[config.mk]
export PLATFORM = sky130hd
export DESIGN_NAME = vga_text_console_writer
export DESIGN_NICKNAME = d
export VERILOG_FILES = /design/src/rtl/vga_text_console_pkg.sv /design/src/rtl/console_cursor.sv /design/src/rtl/vga_text_console_writer.sv
export SDC_FILE = /design/constraint.sdc
export NUM_CORES = 1
export LEC_CHECK = 0
export CAP_MARGIN = 20
export CORE_UTILIZATION = 35
export CTS_BUF_LIST = sky130_fd_sc_hd__clkbuf_4 sky130_fd_sc_hd__clkbuf_8 sky130_fd_sc_hd__clkbuf_16
export DETAILED_ROUTE_END_ITERATION = 7
export GPL_ROUTABILITY_DRIVEN = 1
export MAX_ROUTING_LAYER = met4
export SLEW_MARGIN = 20
export SYNTH_ARGS = -nofsm -noshare
export SYNTH_HDL_FRONTEND = slang
export SYNTH_SLANG_ARGS = --single-unit
[constraint.sdc]
create_clock -name CLK -period 7 [get_ports CLK]
set_input_delay 1.4 -clock CLK [delete_from_list [all_inputs] [get_ports CLK]]
set_output_delay 1.4 -clock CLK [all_outputs]
set_load 0.1 [all_outputs]
[src/rtl/vga_text_console_pkg.sv]
// Shared constants, character codes and state encodings for the VGA text console writer.
// Screen is COLS x ROWS glyph bytes packed four per 32-bit VRAM word.
package vga_text_console_pkg;

  localparam int COLS      = 80;
  localparam int ROWS      = 30;
  localparam int WORDS     = ROWS * COLS / 4;
  localparam int ROW_WORDS = COLS / 4;

  localparam logic [7:0]  BLANK_CODE = 8'h00;
  localparam logic [31:0] BLANK_WORD = {4{BLANK_CODE}};

  localparam logic [6:0] LAST_COL    = 7'(COLS - 1);
  localparam logic [4:0] LAST_ROW    = 5'(ROWS - 1);
  localparam logic [9:0] LAST_WORD   = 10'(WORDS - 1);
  localparam logic [9:0] SCROLL_LAST = 10'(WORDS - ROW_WORDS - 1);
  localparam logic [9:0] CLR_FIRST   = 10'(WORDS - ROW_WORDS);
  localparam logic [9:0] ROW_WORDS_W = 10'(ROW_WORDS);

  localparam logic [6:0] CH_BS = 7'h08;
  localparam logic [6:0] CH_LF = 7'h0A;
  localparam logic [6:0] CH_FF = 7'h0C;
  localparam logic [6:0] CH_CR = 7'h0D;

  typedef enum logic [2:0] {
    ST_IDLE,
    ST_WR_CHAR,
    ST_SC_RD,
    ST_SC_RDW,
    ST_SC_WR,
    ST_SC_CLR,
    ST_CLR
  } state_t;

  typedef enum logic [2:0] {
    CUR_HOLD,
    CUR_ADVANCE,
    CUR_NEWLINE,
    CUR_RETURN,
    CUR_BACK,
    CUR_HOME
  } cursor_op_t;

endpackage

[src/rtl/console_cursor.sv]
// Cursor position registers; the row saturates at the last row and overflow tells the
// FSM that the requested move needs a hardware scroll.
module console_cursor
  import vga_text_console_pkg::*;
(
  input  logic       CLK,
  input  logic       RESET,
  input  cursor_op_t op,
  output logic [6:0] col,
  output logic [4:0] row,
  output logic       overflow
);

  assign overflow = (row == LAST_ROW) &&
                    ((op == CUR_NEWLINE) || ((op == CUR_ADVANCE) && (col == LAST_COL)));

  // NOTE: state registers use non-blocking assignments so every flop samples pre-edge values.
  always_ff @(posedge CLK or posedge RESET) begin
    if (RESET) begin
      col <= '0;
      row <= '0;
    end else begin
      case (op)
        CUR_ADVANCE: begin
          if (col == LAST_COL) begin
            col <= '0;
            if (row != LAST_ROW) row <= row + 5'd1;
          end else begin
            col <= col + 7'd1;
          end
        end
        CUR_NEWLINE: begin
          col <= '0;
          if (row != LAST_ROW) row <= row + 5'd1;
        end
        CUR_RETURN: col <= '0;
        CUR_BACK:   if (col != '0) col <= col - 7'd1;
        CUR_HOME: begin
          col <= '0;
          row <= '0;
        end
        default: ;
      endcase
    end
  end

endmodule

[src/rtl/vga_text_console_writer.sv]
// Avalon-MM master that turns a cp437 byte stream into VRAM glyph writes, handling
// LF/CR/BS/FF and scrolling the whole screen up one row when the cursor runs off the bottom.
module vga_text_console_writer
  import vga_text_console_pkg::*;
(
  input  logic        CLK,
  input  logic        RESET,
  input  logic        CHAR_VALID,
  output logic        CHAR_READY,
  input  logic [7:0]  CHAR_DATA,
  output logic [9:0]  AVM_ADDR,
  output logic        AVM_READ,
  output logic        AVM_WRITE,
  output logic [3:0]  AVM_BYTE_EN,
  output logic [31:0] AVM_WRITEDATA,
  input  logic [31:0] AVM_READDATA,
  input  logic        AVM_WAITREQUEST,
  input  logic        AVM_READDATAVALID,
  output logic [6:0]  CURSOR_COL,
  output logic [4:0]  CURSOR_ROW,
  output logic        BUSY
);

  state_t      state, state_nxt;
  cursor_op_t  cur_op;
  logic        overflow;
  logic        accept;
  logic        is_move;
  logic [6:0]  code;
  logic [11:0] cell_idx;
  logic [9:0]  word, word_nxt, addr_nxt;
  logic        read_nxt, write_nxt;
  logic [3:0]  be_nxt;
  logic [31:0] wdata_nxt;

  assign accept     = CHAR_VALID && (state == ST_IDLE);
  assign code       = CHAR_DATA[6:0];
  assign is_move    = (code == CH_LF) || (code == CH_CR) || (code == CH_BS);
  assign cell_idx   = 12'(CURSOR_ROW) * 12'(COLS) + 12'(CURSOR_COL);
  assign CHAR_READY = (state == ST_IDLE) && !RESET;
  assign BUSY       = (state != ST_IDLE);

  console_cursor u_cursor (
    .CLK      (CLK),
    .RESET    (RESET),
    .op       (cur_op),
    .col      (CURSOR_COL),
    .row      (CURSOR_ROW),
    .overflow (overflow)
  );

  // Cursor moves are decided apart from the output logic, which consumes the overflow result.
  always_comb begin
    // NOTE: default first so every path assigns the signal and no latch is inferred.
    cur_op = CUR_HOLD;
    case (state)
      ST_IDLE: begin
        if (accept) begin
          case (code)
            CH_LF:   cur_op = CUR_NEWLINE;
            CH_CR:   cur_op = CUR_RETURN;
            CH_BS:   cur_op = CUR_BACK;
            default: ;
          endcase
        end
      end
      ST_WR_CHAR: if (!AVM_WAITREQUEST) cur_op = CUR_ADVANCE;
      ST_CLR:     if (!AVM_WAITREQUEST && (word == LAST_WORD)) cur_op = CUR_HOME;
      default: ;
    endcase
  end

  always_ff @(posedge CLK or posedge RESET) begin
    if (RESET) state <= ST_IDLE;
    else       state <= state_nxt;
  end

  always_comb begin
    state_nxt = state;
    case (state)
      ST_IDLE: begin
        if (accept) begin
          if (code == CH_FF)  state_nxt = ST_CLR;
          else if (overflow)  state_nxt = ST_SC_RD;
          else if (!is_move)  state_nxt = ST_WR_CHAR;
        end
      end
      ST_WR_CHAR: if (!AVM_WAITREQUEST) state_nxt = overflow ? ST_SC_RD : ST_IDLE;
      ST_SC_RD:   if (!AVM_WAITREQUEST) state_nxt = ST_SC_RDW;
      ST_SC_RDW:  if (AVM_READDATAVALID) state_nxt = ST_SC_WR;
      ST_SC_WR: begin
        if (!AVM_WAITREQUEST) state_nxt = (word == SCROLL_LAST) ? ST_SC_CLR : ST_SC_RD;
      end
      ST_SC_CLR, ST_CLR: begin
        if (!AVM_WAITREQUEST && (word == LAST_WORD)) state_nxt = ST_IDLE;
      end
      default: state_nxt = ST_IDLE;
    endcase
  end

  // Next values of the registered Avalon outputs; holding is the default, which covers stalls.
  always_comb begin
    read_nxt  = AVM_READ;
    write_nxt = AVM_WRITE;
    addr_nxt  = AVM_ADDR;
    be_nxt    = AVM_BYTE_EN;
    wdata_nxt = AVM_WRITEDATA;
    word_nxt  = word;
    case (state)
      ST_IDLE: begin
        if (accept) begin
          if (code == CH_FF) begin
            word_nxt  = '0;
            addr_nxt  = '0;
            write_nxt = 1'b1;
            be_nxt    = 4'b1111;
            wdata_nxt = BLANK_WORD;
          end else if (overflow) begin
            word_nxt = '0;
            addr_nxt = ROW_WORDS_W;
            read_nxt = 1'b1;
            be_nxt   = 4'b1111;
          end else if (!is_move) begin
            write_nxt = 1'b1;
            addr_nxt  = cell_idx[11:2];
            be_nxt    = 4'b0001 << cell_idx[1:0];
            wdata_nxt = {4{CHAR_DATA}};
          end
        end
      end
      ST_WR_CHAR: begin
        if (!AVM_WAITREQUEST) begin
          write_nxt = 1'b0;
          if (overflow) begin
            word_nxt = '0;
            addr_nxt = ROW_WORDS_W;
            read_nxt = 1'b1;
            be_nxt   = 4'b1111;
          end
        end
      end
      ST_SC_RD: if (!AVM_WAITREQUEST) read_nxt = 1'b0;
      ST_SC_RDW: begin
        if (AVM_READDATAVALID) begin
          write_nxt = 1'b1;
          addr_nxt  = word;
          be_nxt    = 4'b1111;
          wdata_nxt = AVM_READDATA;
        end
      end
      ST_SC_WR: begin
        if (!AVM_WAITREQUEST) begin
          if (word == SCROLL_LAST) begin
            word_nxt  = CLR_FIRST;
            addr_nxt  = CLR_FIRST;
            wdata_nxt = BLANK_WORD;
          end else begin
            write_nxt = 1'b0;
            read_nxt  = 1'b1;
            word_nxt  = word + 10'd1;
            addr_nxt  = word + 10'd1 + ROW_WORDS_W;
          end
        end
      end
      ST_SC_CLR, ST_CLR: begin
        if (!AVM_WAITREQUEST) begin
          if (word == LAST_WORD) begin
            write_nxt = 1'b0;
          end else begin
            word_nxt = word + 10'd1;
            addr_nxt = word + 10'd1;
          end
        end
      end
      default: ;
    endcase
  end

  always_ff @(posedge CLK or posedge RESET) begin
    if (RESET) begin
      AVM_READ      <= 1'b0;
      AVM_WRITE     <= 1'b0;
      AVM_ADDR      <= '0;
      AVM_BYTE_EN   <= '0;
      AVM_WRITEDATA <= '0;
      word          <= '0;
    end else begin
      AVM_READ      <= read_nxt;
      AVM_WRITE     <= write_nxt;
      AVM_ADDR      <= addr_nxt;
      AVM_BYTE_EN   <= be_nxt;
      AVM_WRITEDATA <= wdata_nxt;
      word          <= word_nxt;
    end
  end

endmodule

==> impl_results.md <==
- Post-CTS Resized: 0
- Slew @ Worst Pin: 1010 ps
- Period utilisation layout: 64.0%
- Buffers on Ports: 106
- Fmax: approximately 220 MHz
- DRT antenna net count: 0
- Slew Viols, Final: 0
- Drc violations: 0
- Via density: approximately 5.7
- Setup tns final: 0 ps
- CTS tree: done
- FF/Latch Area: approximately 1800 µm²
- Cells after synthesis: between 600 and 700
- Arr. time, crit path: 3080 ps
- Top Metal Used: met4
- Critical path class: input pin to primary output
- Hold Buf Count CTS: 0
- RSZ-0062 raised after global routing: no
- # IOs: 107
- DR vias: 5064
- Final Setup Violations: 0
- Yosys top cell area share: 35.6%
- Post-synthesis sequential element count: 73
- Die area: between 15000 and 20000 µm²
- Pre-Repair DR Iteration Count: 5
- Detailed-placement wirelength estimate: 11300 µm
- Post-synthesis area per instance: 8.20 µm²
- Ratio of cells with drive above 1 in the final layout: 6.99%
- CP Capture Type: primary output
- Tmin final: approximately 4500 ps
- Vias in the first global route: 4874
- Min-Delay Path Class: flip-flop to flip-flop
- Clock sinks: 73
- DR iter-0 viols: about 360
- Core outline area: 14100 µm²
- Multi-input logic area: 3080 µm²
- Setup crit start kind: input pin
- Async set or reset register ratio after synthesis: 100%
- Post-synth cell types: 76
- Largest net degree at the start of global routing: 74
- Wl on met1: 7510 µm
- Clk slew on worst S/H paths: 60 ps
- WP data required: 5600 ps
- Rows: 43
- Nets: between 700 and 800
- Maxcap violations: 0
- Post-synth top area cell: dfrtp_1
- Detailed Route WL: around 16000 µm
- Die Y: around 120 µm
- Avg WL per Cell: about 18 µm
- Final setup skew: 9.93 ps
- Crit path max fanout: 2
- Seq/Total Area, Yosys: 35.6%
- Total track usage: 22.1%
- First-pass GRT wire length: 25000 µm
- GRT overflow: 0
- Deepest clock path buffer count: 2
- Outcome: completed
- Worst skew pair latency: 340 ps
- Setup Fix Bufs, Post-CTS: 0
- Ys flop type: dfrtp_1
- Number of flops mapped to enable cells by yosys: 0
- Worst slew margin: 32.3%
- GP Congestion: 0.872
- Initial Util: 36.4%
- WL met3: 975 µm
- Final Hold Fails: 0
- Initial antenna violation count: 0
- CTS root buffer: clkbuf_16
- H-tree lvl count: 3
- Syn nets: 690
- Met2 routed wirelength: 6880 µm
- Post-Syn Area: about 5000 µm²
- Main area contributors after synthesis: dfrtp_1 (36%), o21ai_0 (7.4%), a21oi_1 (6.0%)
- FILL cells: about 1300
- Num CTS Buffers: 9
- # diodes: 0
- Yosys warnings: 0
- Layout overhead on the synthesized area: 29.3%
- Die Width: 123 µm
## cell usage in the layout, fill, tap and decap left out, types with 7 or more instances in the layout
master | Yosys | routed
a211oi_1 | 10 | 10
nand3_1 | 13 | 13
xnor2_1 | 10 | 10
nor3_1 | 12 | 12
clkbuf_16 | 0 | 9
and2_1 | 13 | 13
inv_1 | 20 | 19
nand4_1 | 10 | 10
nor2b_1 | 9 | 9
ha_1 | 17 | 17
a21oi_1 | 62 | 62
a31oi_1 | 7 | 7
nor2_1 | 42 | 41
clkdlybuf4s50_1 | 0 | 106
dfrtp_1 | 73 | 73
nand2b_1 | 10 | 10
nand2_1 | 76 | 76
xor2_1 | 7 | 7
o21ai_0 | 76 | 76
and3_1 | 7 | 7
## layer usage
layer / up-vias / track usage, %
met5: - / -
met2: 190 / 33.4
met3: 26 / 3.64
li1: 2453 / -
met1: 2395 / 29.4
met4: 0 / 8.66
## cell families after synthesis
| kind of cell | after synthesis | synth area share (%) |
|---|---|---|
| muxes | 6 | 1.24 |
| AOI/OAI and AO/OA | 224 | 27.5 |
| and+or+nand+nor | 228 | 23.2 |
| xor gates and xnor gates | 17 | 2.90 |
| DFF | 73 | 35.6 |
| adders and majority gates | 19 | 4.92 |
| buffers and inverters | 59 | 4.63 |
## flip-flops by register name (all words and copies together) (netlist names)
signal	cells
AVM_WRITEDATA	32
AVM_ADDR	10
word	10
u_cursor.col	7
u_cursor.row	5
AVM_BYTE_EN	4
state	3
AVM_READ	1
AVM_WRITE	1
## metrics by stage
step / area, µm² / util [%] / hold WS [ps] / setup slack, ps / std cells
after CTS: 6610 / 46.9 / 483 / 2520 / 894
after floorplan: 5130 / - / 518 / 2940 / 626
final: 6640 / 47.1 / 480 / 2520 / 895
after global placement: 6310 / 44.7 / 463 / 2510 / 878
after detailed placement: 6310 / 44.7 / 470 / 2530 / 878
after global routing: 6640 / 47.1 / 509 / 2460 / 895
## area by class of cell
class | count | share of cell area, %
Clock inverter | 5 | 0.830
Clock buffer | 11 | 3.71
Tap cell | 180 | 3.39
Multi-Input combinational cell | 494 | 46.4
Sequential cell | 73 | 27.5
Inverter | 20 | 1.13
Timing Repair Buffer | 112 | 17.0
## worst max-delay path: stages
cell and delay [ps]:
clkdlybuf4s50_1 440, nor2_1 110, clkdlybuf4s50_1 1130
## synthesized netlist by cell type, drive strengths merged, types with 5 or more instances
cell,number
a211oi,10
a21o,5
a21oi,62
a221oi,6
a31oi,7
and2,14
and3,7
buf,9
clkbuf,30
dfrtp,73
ha,17
inv,20
nand2,76
nand2b,10
nand3,13
nand4,10
nor2,42
nor2b,9
nor3,13
nor4b,6
o21ai,86
o31ai,7
or3,6
xnor2,10
xor2,7
## final timing paths
check	slack [ps]	depth (start not counted)	to	start
worst min register to register	480	2	AVM_WRITEDATA[10]	AVM_WRITEDATA[10]
worst min-delay path	480	2	AVM_WRITEDATA[10]	AVM_WRITEDATA[10]
worst max register to register	3750	8	AVM_WRITEDATA[31]	word[0]
max in group asynchronous	4960	4	AVM_WRITEDATA[26]	RESET
worst max-delay path	2520	3	CHAR_READY	RESET
min in group asynchronous	1460	3	AVM_WRITEDATA[28]	RESET
Power is left out: the tool's default activity adds up to more than one toggle a clock period on the data nets, which glitch-free logic cannot reach.
